File: src/rtl/proc_cfg_sequencer_pkg.sv
// Shared constants and types for the configuration sequencer: processor register
// map, host register map and the sequencer state encoding.
package proc_cfg_sequencer_pkg;

  localparam logic [4:0] PROC_MODE_ADDR    = 5'h00;
  localparam logic [4:0] PROC_KERNEL_BASE  = 5'h04;
  localparam logic [4:0] PROC_STATUS_ADDR  = 5'h10;
  localparam logic [7:0] STATUS_MAGIC      = 8'hAA;

  localparam logic [4:0] HOST_MODE_ADDR    = 5'h00;
  localparam logic [4:0] HOST_KERNEL_FIRST = 5'h04;
  localparam logic [4:0] HOST_KERNEL_LAST  = 5'h0C;
  localparam logic [4:0] HOST_CTRL_ADDR    = 5'h10;
  localparam logic [4:0] HOST_STATUS_ADDR  = 5'h11;
  localparam logic [4:0] HOST_FCOUNT_ADDR  = 5'h12;

  localparam int         KERNEL_TAPS       = 9;
  localparam logic [3:0] LAST_WRITE_IDX    = 4'd9;

  typedef enum logic [1:0] {
    ST_IDLE_STREAM,
    ST_WAIT_EOF,
    ST_WRITE,
    ST_CHECK
  } seq_state_t;

  function automatic logic is_kernel_addr(input logic [4:0] addr);
    return (addr >= HOST_KERNEL_FIRST) && (addr <= HOST_KERNEL_LAST);
  endfunction

endpackage

File: src/rtl/proc_cfg_sequencer_pix_counter.sv
// Per-frame pixel counter: counts accepted pixels, flags the last pixel of a
// frame and keeps a wrapping count of completed frames.
module proc_pix_counter #(
  parameter int N_PIX = 1024,
  parameter int CNT_W = 10
) (
  input  logic             clk,
  input  logic             rstn,
  input  logic             accept,
  output logic [CNT_W-1:0] pix_cnt,
  output logic             frame_done,
  output logic [7:0]       frame_count
);

  localparam logic [CNT_W-1:0] LAST_PIX = CNT_W'(N_PIX - 1);

  assign frame_done = accept && (pix_cnt == LAST_PIX);

  always_ff @(posedge clk or negedge rstn) begin
    if (!rstn) begin
      pix_cnt     <= '0;
      frame_count <= 8'd0;
    end else if (accept) begin
      if (pix_cnt == LAST_PIX) begin
        pix_cnt     <= '0;
        frame_count <= frame_count + 8'd1;
      end else begin
        pix_cnt <= pix_cnt + CNT_W'(1);
      end
    end
  end

endmodule

File: src/rtl/proc_cfg_sequencer.sv
// Frame-synchronous configuration sequencer: holds shadow mode/kernel registers,
// gates the pixel stream and burst-loads the processor at frame boundaries.
module proc_cfg_sequencer
  import proc_cfg_sequencer_pkg::*;
#(
  parameter int IMG_WIDTH  = 32,
  parameter int IMG_HEIGHT = 32
) (
  input  logic       clk,
  input  logic       rstn,
  input  logic       host_we,
  input  logic [4:0] host_addr,
  input  logic [7:0] host_wdata,
  output logic [7:0] host_rdata,
  input  logic       src_valid,
  input  logic [7:0] src_data,
  output logic       src_ready,
  output logic       proc_in_valid,
  output logic [7:0] proc_in_data,
  output logic       proc_reg_write_en,
  output logic [4:0] proc_reg_addr,
  output logic [7:0] proc_reg_wdata,
  input  logic [7:0] proc_reg_rdata,
  output logic       frame_done,
  output logic       busy
);

  localparam int N_PIX = IMG_WIDTH * IMG_HEIGHT;
  localparam int CNT_W = (N_PIX > 1) ? $clog2(N_PIX) : 1;

  seq_state_t                         state;
  logic [3:0]                         idx;
  logic                               pending;
  logic                               status_err;
  logic                               drop;
  logic [1:0]                         mode_q;
  logic [KERNEL_TAPS-1:0][7:0]        kernel_q;
  logic [CNT_W-1:0]                   pix_cnt;
  logic [7:0]                         frame_count;
  logic                               accept;
  logic                               in_burst;
  logic                               shadow_wr;
  logic                               commit;
  logic                               status_wr;
  logic                               frame_boundary;
  logic [3:0]                         host_koff;
  logic [3:0]                         kidx;

  assign accept        = src_valid && src_ready;
  assign proc_in_valid = accept;
  assign proc_in_data  = src_data;
  assign src_ready     = (state == ST_IDLE_STREAM) || (state == ST_WAIT_EOF);
  assign busy          = (state != ST_IDLE_STREAM);
  assign in_burst      = (state == ST_WRITE) || (state == ST_CHECK);

  assign shadow_wr = host_we && ((host_addr == HOST_MODE_ADDR) || is_kernel_addr(host_addr));
  assign commit    = host_we && (host_addr == HOST_CTRL_ADDR) && host_wdata[0];
  assign status_wr = host_we && (host_addr == HOST_STATUS_ADDR);
  assign host_koff = 4'(host_addr - HOST_KERNEL_FIRST);
  assign kidx      = idx - 4'd1;

  // An idle counter at zero is a boundary; so is the cycle that accepts the last pixel.
  assign frame_boundary = ((pix_cnt == '0) && !accept) || frame_done;

  proc_pix_counter #(
    .N_PIX (N_PIX),
    .CNT_W (CNT_W)
  ) u_pix_counter (
    .clk         (clk),
    .rstn        (rstn),
    .accept      (accept),
    .pix_cnt     (pix_cnt),
    .frame_done  (frame_done),
    .frame_count (frame_count)
  );

  always_ff @(posedge clk or negedge rstn) begin
    if (!rstn) begin
      mode_q   <= 2'd0;
      kernel_q <= '0;
      kernel_q[4] <= 8'd1;
    end else if (shadow_wr && !in_burst) begin
      if (host_addr == HOST_MODE_ADDR) begin
        mode_q <= host_wdata[1:0];
      end else begin
        kernel_q[host_koff] <= host_wdata;
      end
    end
  end

  // Status clears come first so a same-cycle error or drop still sticks.
  always_ff @(posedge clk or negedge rstn) begin
    if (!rstn) begin
      state      <= ST_IDLE_STREAM;
      idx        <= 4'd0;
      pending    <= 1'b0;
      status_err <= 1'b0;
      drop       <= 1'b0;
    end else begin
      if (status_wr && host_wdata[2]) status_err <= 1'b0;
      if (status_wr && host_wdata[3]) drop <= 1'b0;
      if (shadow_wr && in_burst) drop <= 1'b1;
      unique case (state)
        ST_IDLE_STREAM: begin
          if (commit || pending) begin
            state   <= ST_WAIT_EOF;
            pending <= 1'b0;
          end
        end
        ST_WAIT_EOF: begin
          if (frame_boundary) begin
            state <= ST_WRITE;
            idx   <= 4'd0;
          end
        end
        ST_WRITE: begin
          if (commit) pending <= 1'b1;
          if (idx == LAST_WRITE_IDX) begin
            state <= ST_CHECK;
          end else begin
            idx <= idx + 4'd1;
          end
        end
        ST_CHECK: begin
          if (commit) pending <= 1'b1;
          if (proc_reg_rdata != STATUS_MAGIC) status_err <= 1'b1;
          state <= ST_IDLE_STREAM;
        end
        default: state <= ST_IDLE_STREAM;
      endcase
    end
  end

  always_comb begin
    proc_reg_write_en = 1'b0;
    proc_reg_addr     = PROC_STATUS_ADDR;
    proc_reg_wdata    = 8'd0;
    if (state == ST_WRITE) begin
      proc_reg_write_en = 1'b1;
      if (idx == 4'd0) begin
        proc_reg_addr  = PROC_MODE_ADDR;
        proc_reg_wdata = {6'd0, mode_q};
      end else begin
        proc_reg_addr  = PROC_KERNEL_BASE + 5'(kidx);
        proc_reg_wdata = kernel_q[kidx];
      end
    end
  end

  always_comb begin
    host_rdata = 8'd0;
    if (host_addr == HOST_MODE_ADDR) begin
      host_rdata = {6'd0, mode_q};
    end else if (is_kernel_addr(host_addr)) begin
      host_rdata = kernel_q[host_koff];
    end else if (host_addr == HOST_STATUS_ADDR) begin
      host_rdata = {4'd0, drop, status_err, busy, pending};
    end else if (host_addr == HOST_FCOUNT_ADDR) begin
      host_rdata = frame_count;
    end
  end

endmodule

File: config.mk
export PLATFORM = sky130hd
export DESIGN_NAME = proc_cfg_sequencer
export DESIGN_NICKNAME = d
export VERILOG_FILES = /design/src/rtl/proc_cfg_sequencer_pkg.sv /design/src/rtl/proc_cfg_sequencer_pix_counter.sv /design/src/rtl/proc_cfg_sequencer.sv
export SDC_FILE = /design/constraint.sdc
export NUM_CORES = 1
export LEC_CHECK = 0
export CORE_MARGIN = 3
export CORE_UTILIZATION = 57
export DETAILED_ROUTE_END_ITERATION = 16
export PLACE_DENSITY = 0.87
export SLEW_MARGIN = 30
export SYNTH_ARGS = -nofsm -noshare
export SYNTH_HDL_FRONTEND = slang
export SYNTH_SLANG_ARGS = --single-unit
File: constraint.sdc
create_clock -name clk -period 3.47 [get_ports clk]
set_input_delay 0.347 -clock clk [delete_from_list [all_inputs] [get_ports clk]]
set_output_delay 0.347 -clock clk [all_outputs]
set_load 0.01 [all_outputs]
==> flow_summary.toml <==
[logic_synthesis]
synthTopCellsByArea = "dfrtp_1 (41%), mux2_2 (13%), mux4_2 (12%), ha_1 (3.5%), mux2i_1 (2.6%)"
synth_edf_count = 0
async_flop_share_pct = 100
post-synth-top-count-cell = "dfrtp_1"
synth_cells = 496
synth-warning-count = 0
ys_top_cells_by_count = "dfrtp_1 (100), mux2_2 (73), nand2_1 (37), mux4_2 (32), inv_1 (18)"
ys_types = 64
synth_area_per_cell_um2 = 12.4
synth_flop_cell = "dfrtp_1"
yosysTopAreaCellShare_pct = 40.8
synth_top_area_cell = "dfrtp_1"
syn_area_mm2 = 0.00614
synth_seq_cells = 101
ys_seq_area_share_pct = 41.2
syn-num-nets = 546

[die]
fp-row-count = 37
io_pins = 67
initial_core_util_pct = 58.9
core_area_mm2 = 0.0104
die_w_um = 110
die_y_um = 110
die_area_mm2 = 0.0120

[worst_setup_path]
crit_chain = "inv_1 > ha_2 > buf_4 > mux4_2 > mux2i_1 > a22oi_1 > clkdlybuf4s50_1"
slowest_stage = "ha_2"
regToRegSetupSlack_ns = 0.92
crit_path_max_fanout = 10
cp_top_family = "buffers and inverters"
crit_required_ns = 3.12
max_stage_delay_ns = 0.52
crit_arrival_ns = 2.93
crit_type = "reg -> out"
crit_buf_inv = 3
crit_path_start_kind = "flip-flop"
end_kind = "primary output"

[placement]
io_buffers = 50
globalplace.congestion = 0.923
dp_hpwl_um = 10900
pre_cts_ws_ns = -0.0699

[pwr]
p_per_area_mw_per_mm2 = 658
p_leak_nw = 3.28
p_int_mw = 2.84
p_switching_mw = 1.78
switching_share_pct = 38.5
p_comb_share_pct = 46.4
seqPwrFrac_pct = 37.5
power.share.clock_pct = 16.1
ir_worst_vdd_v = 0.000467

[clocking]
clk-insertion-delay-late_ns = 0.38
clk_path_buf_depth = 2
cts.sink_count = 101
h-tree-depth = 3
numCtsBuffers = 9
cts_tree = "built"
clk_pin_slew_ns = 0.10
cts_root_buf = "clkbuf_8"

[sta]
slew_headroom_pct = 62.7
tightest_slew_ns = 0.557
final.min_clock_period_ns = 3.28
fmax_mhz = 305
setup_violations = 0
skew_ns = 0.0146
setup_ws_ns = 0.188
timing.final.crit_share_pct = 94.6
final.setup.tns_ns = 0
rsz0062_at_grt = "false"
slew_viol_final = 0
whs_ns = 0.450
hold_violations = 0

[grt]
grt_start_max_net_pins = 38
grt_pass1_vias = 4675
track_usage_pct = 27.5
grt_pass1_wl_um = 24800
overflow = 0
antenna_found_initial = 0

[route]
wl_um = 15300
drtPass1Iterations = 5
viasPerCell = 6.60
drtAntennaViolNets = 0
num_vias = 4550
drcViolationCount = 0
wl_per_cell_um = 22.2
drtIter0Drc = 341

[cells_and_area]
syn_to_final_growth_pct = 14.5
fillers = 743
seq_area_mm2 = 0.00253
n_antenna_cell = 0
nNetsFinal = 598
drive_gt1_share_pct = 31.3
multiInputGateArea_mm2 = 0.00333

[worst_hold_path]
hp-class = "in -> async"

[run_status]
outcome = "finished, final reports clean"

[run]
drv_cap = 0
-- power groups by stage --
stage	registers (mW)	logic (mW)	clock network [mW]
CTS	1.73	2.11	0.757
floorplan	1.64	1.47	0
global placement	1.72	2.03	0
global route	1.78	2.31	0.813
finish	1.73	2.14	0.745
detailed placement	1.75	2.10	0
-- logic make-up after synthesis --
| group | after synthesis | synth area share [%] |
|---|---|---|
| simple gates | 133 | 12.6 |
| mux | 124 | 28.5 |
| flops | 101 | 41.2 |
| buf+inv | 55 | 5.36 |
| compound gates | 49 | 6.44 |
| xor+xnor | 17 | 2.43 |
| fa+ha+maj | 17 | 3.47 |
-- path summary, 6_finish.rpt --
kind / start / cells after the start / to
max: idx[1] / 7 / proc_reg_wdata[5]
min reg2reg: u_pix_counter.frame_count[7] / 1 / u_pix_counter.frame_count[7]
min in group clk: u_pix_counter.frame_count[7] / 1 / u_pix_counter.frame_count[7]
max in group asynchronous: rstn / 3 / kernel_q[34]
min: rstn / 2 / u_pix_counter.pix_cnt[3]
max reg2reg: state[0] / 8 / kernel_q[64]
-- worst reg2reg max path, cell delays in order (launching register included) --
cell and delay (ns):
dfrtp_1 0.45, inv_1 0.11, ha_1 0.24, buf_4 0.21, nor3b_2 0.16, buf_4 0.22, and3_1 0.22, nand3_1 0.40
mux2_2 0.42
-- metal layers --
metal / routed length (um) / up-vias / track usage (%)
li1: - / 1962 / -
met1: 6040 / 2334 / 36.4
met2: 7410 / 218 / 42.6
met3: 1370 / 36 / 8.28
met5: 0 / - / 0
met4: 444 / 0 / 11.1
-- cells in the final DEF, fill, tap and decap left out, drive strengths merged, types with 13 or more instances in the layout --
cell           count
buf               26
clkdlybuf4s50     40
dfrtp            100
ha                17
inv               24
mux2              76
mux2i             16
mux4              32
nand2             37
nand3             17
nand4             13
nor2              16
xnor2             13
-- stage by stage --
step / power, mW / utilization [%] / cells / area (um^2)
after floorplan: 3.12 / - / 496 / 6140
after global placement: 3.74 / 64.6 / 668 / 6730
after detailed placement: 3.85 / 64.6 / 668 / 6730
after CTS: 4.59 / 66.7 / 686 / 6950
after global routing: 4.90 / 67.4 / 689 / 7030
final: 4.62 / 67.4 / 689 / 7030
-- timing repair --
item                       CTS  global route
hold buffers                 1             0
setup buffers                1             3
gates cloned                 0             0
hold endpoints to repair    35             0
setup endpoints to repair    7            16
gates resized for setup      3            15
pin swaps                    0             1
-- state kept, by name, indices dropped and copies added (netlist names) --
name and cells:
u_pix_counter.pix_cnt 10, drop 1, u_pix_counter.frame_count 8, kernel_q 72, status_err 1, pending 1
mode_q 2, state 2, idx 4
-- area by class of cell --
| cell class | count | area share [%] |
|---|---|---|
| clock inverter | 5 | 0.695 |
| clock buffer | 11 | 2.01 |
| tap | 136 | 2.42 |
| sequential | 101 | 36.0 |
| timing repair buffer | 76 | 10.4 |
| multi-input combinational | 340 | 47.4 |
| inverter | 20 | 1.07 |
Note: power is estimated with default switching activity, not from simulation.
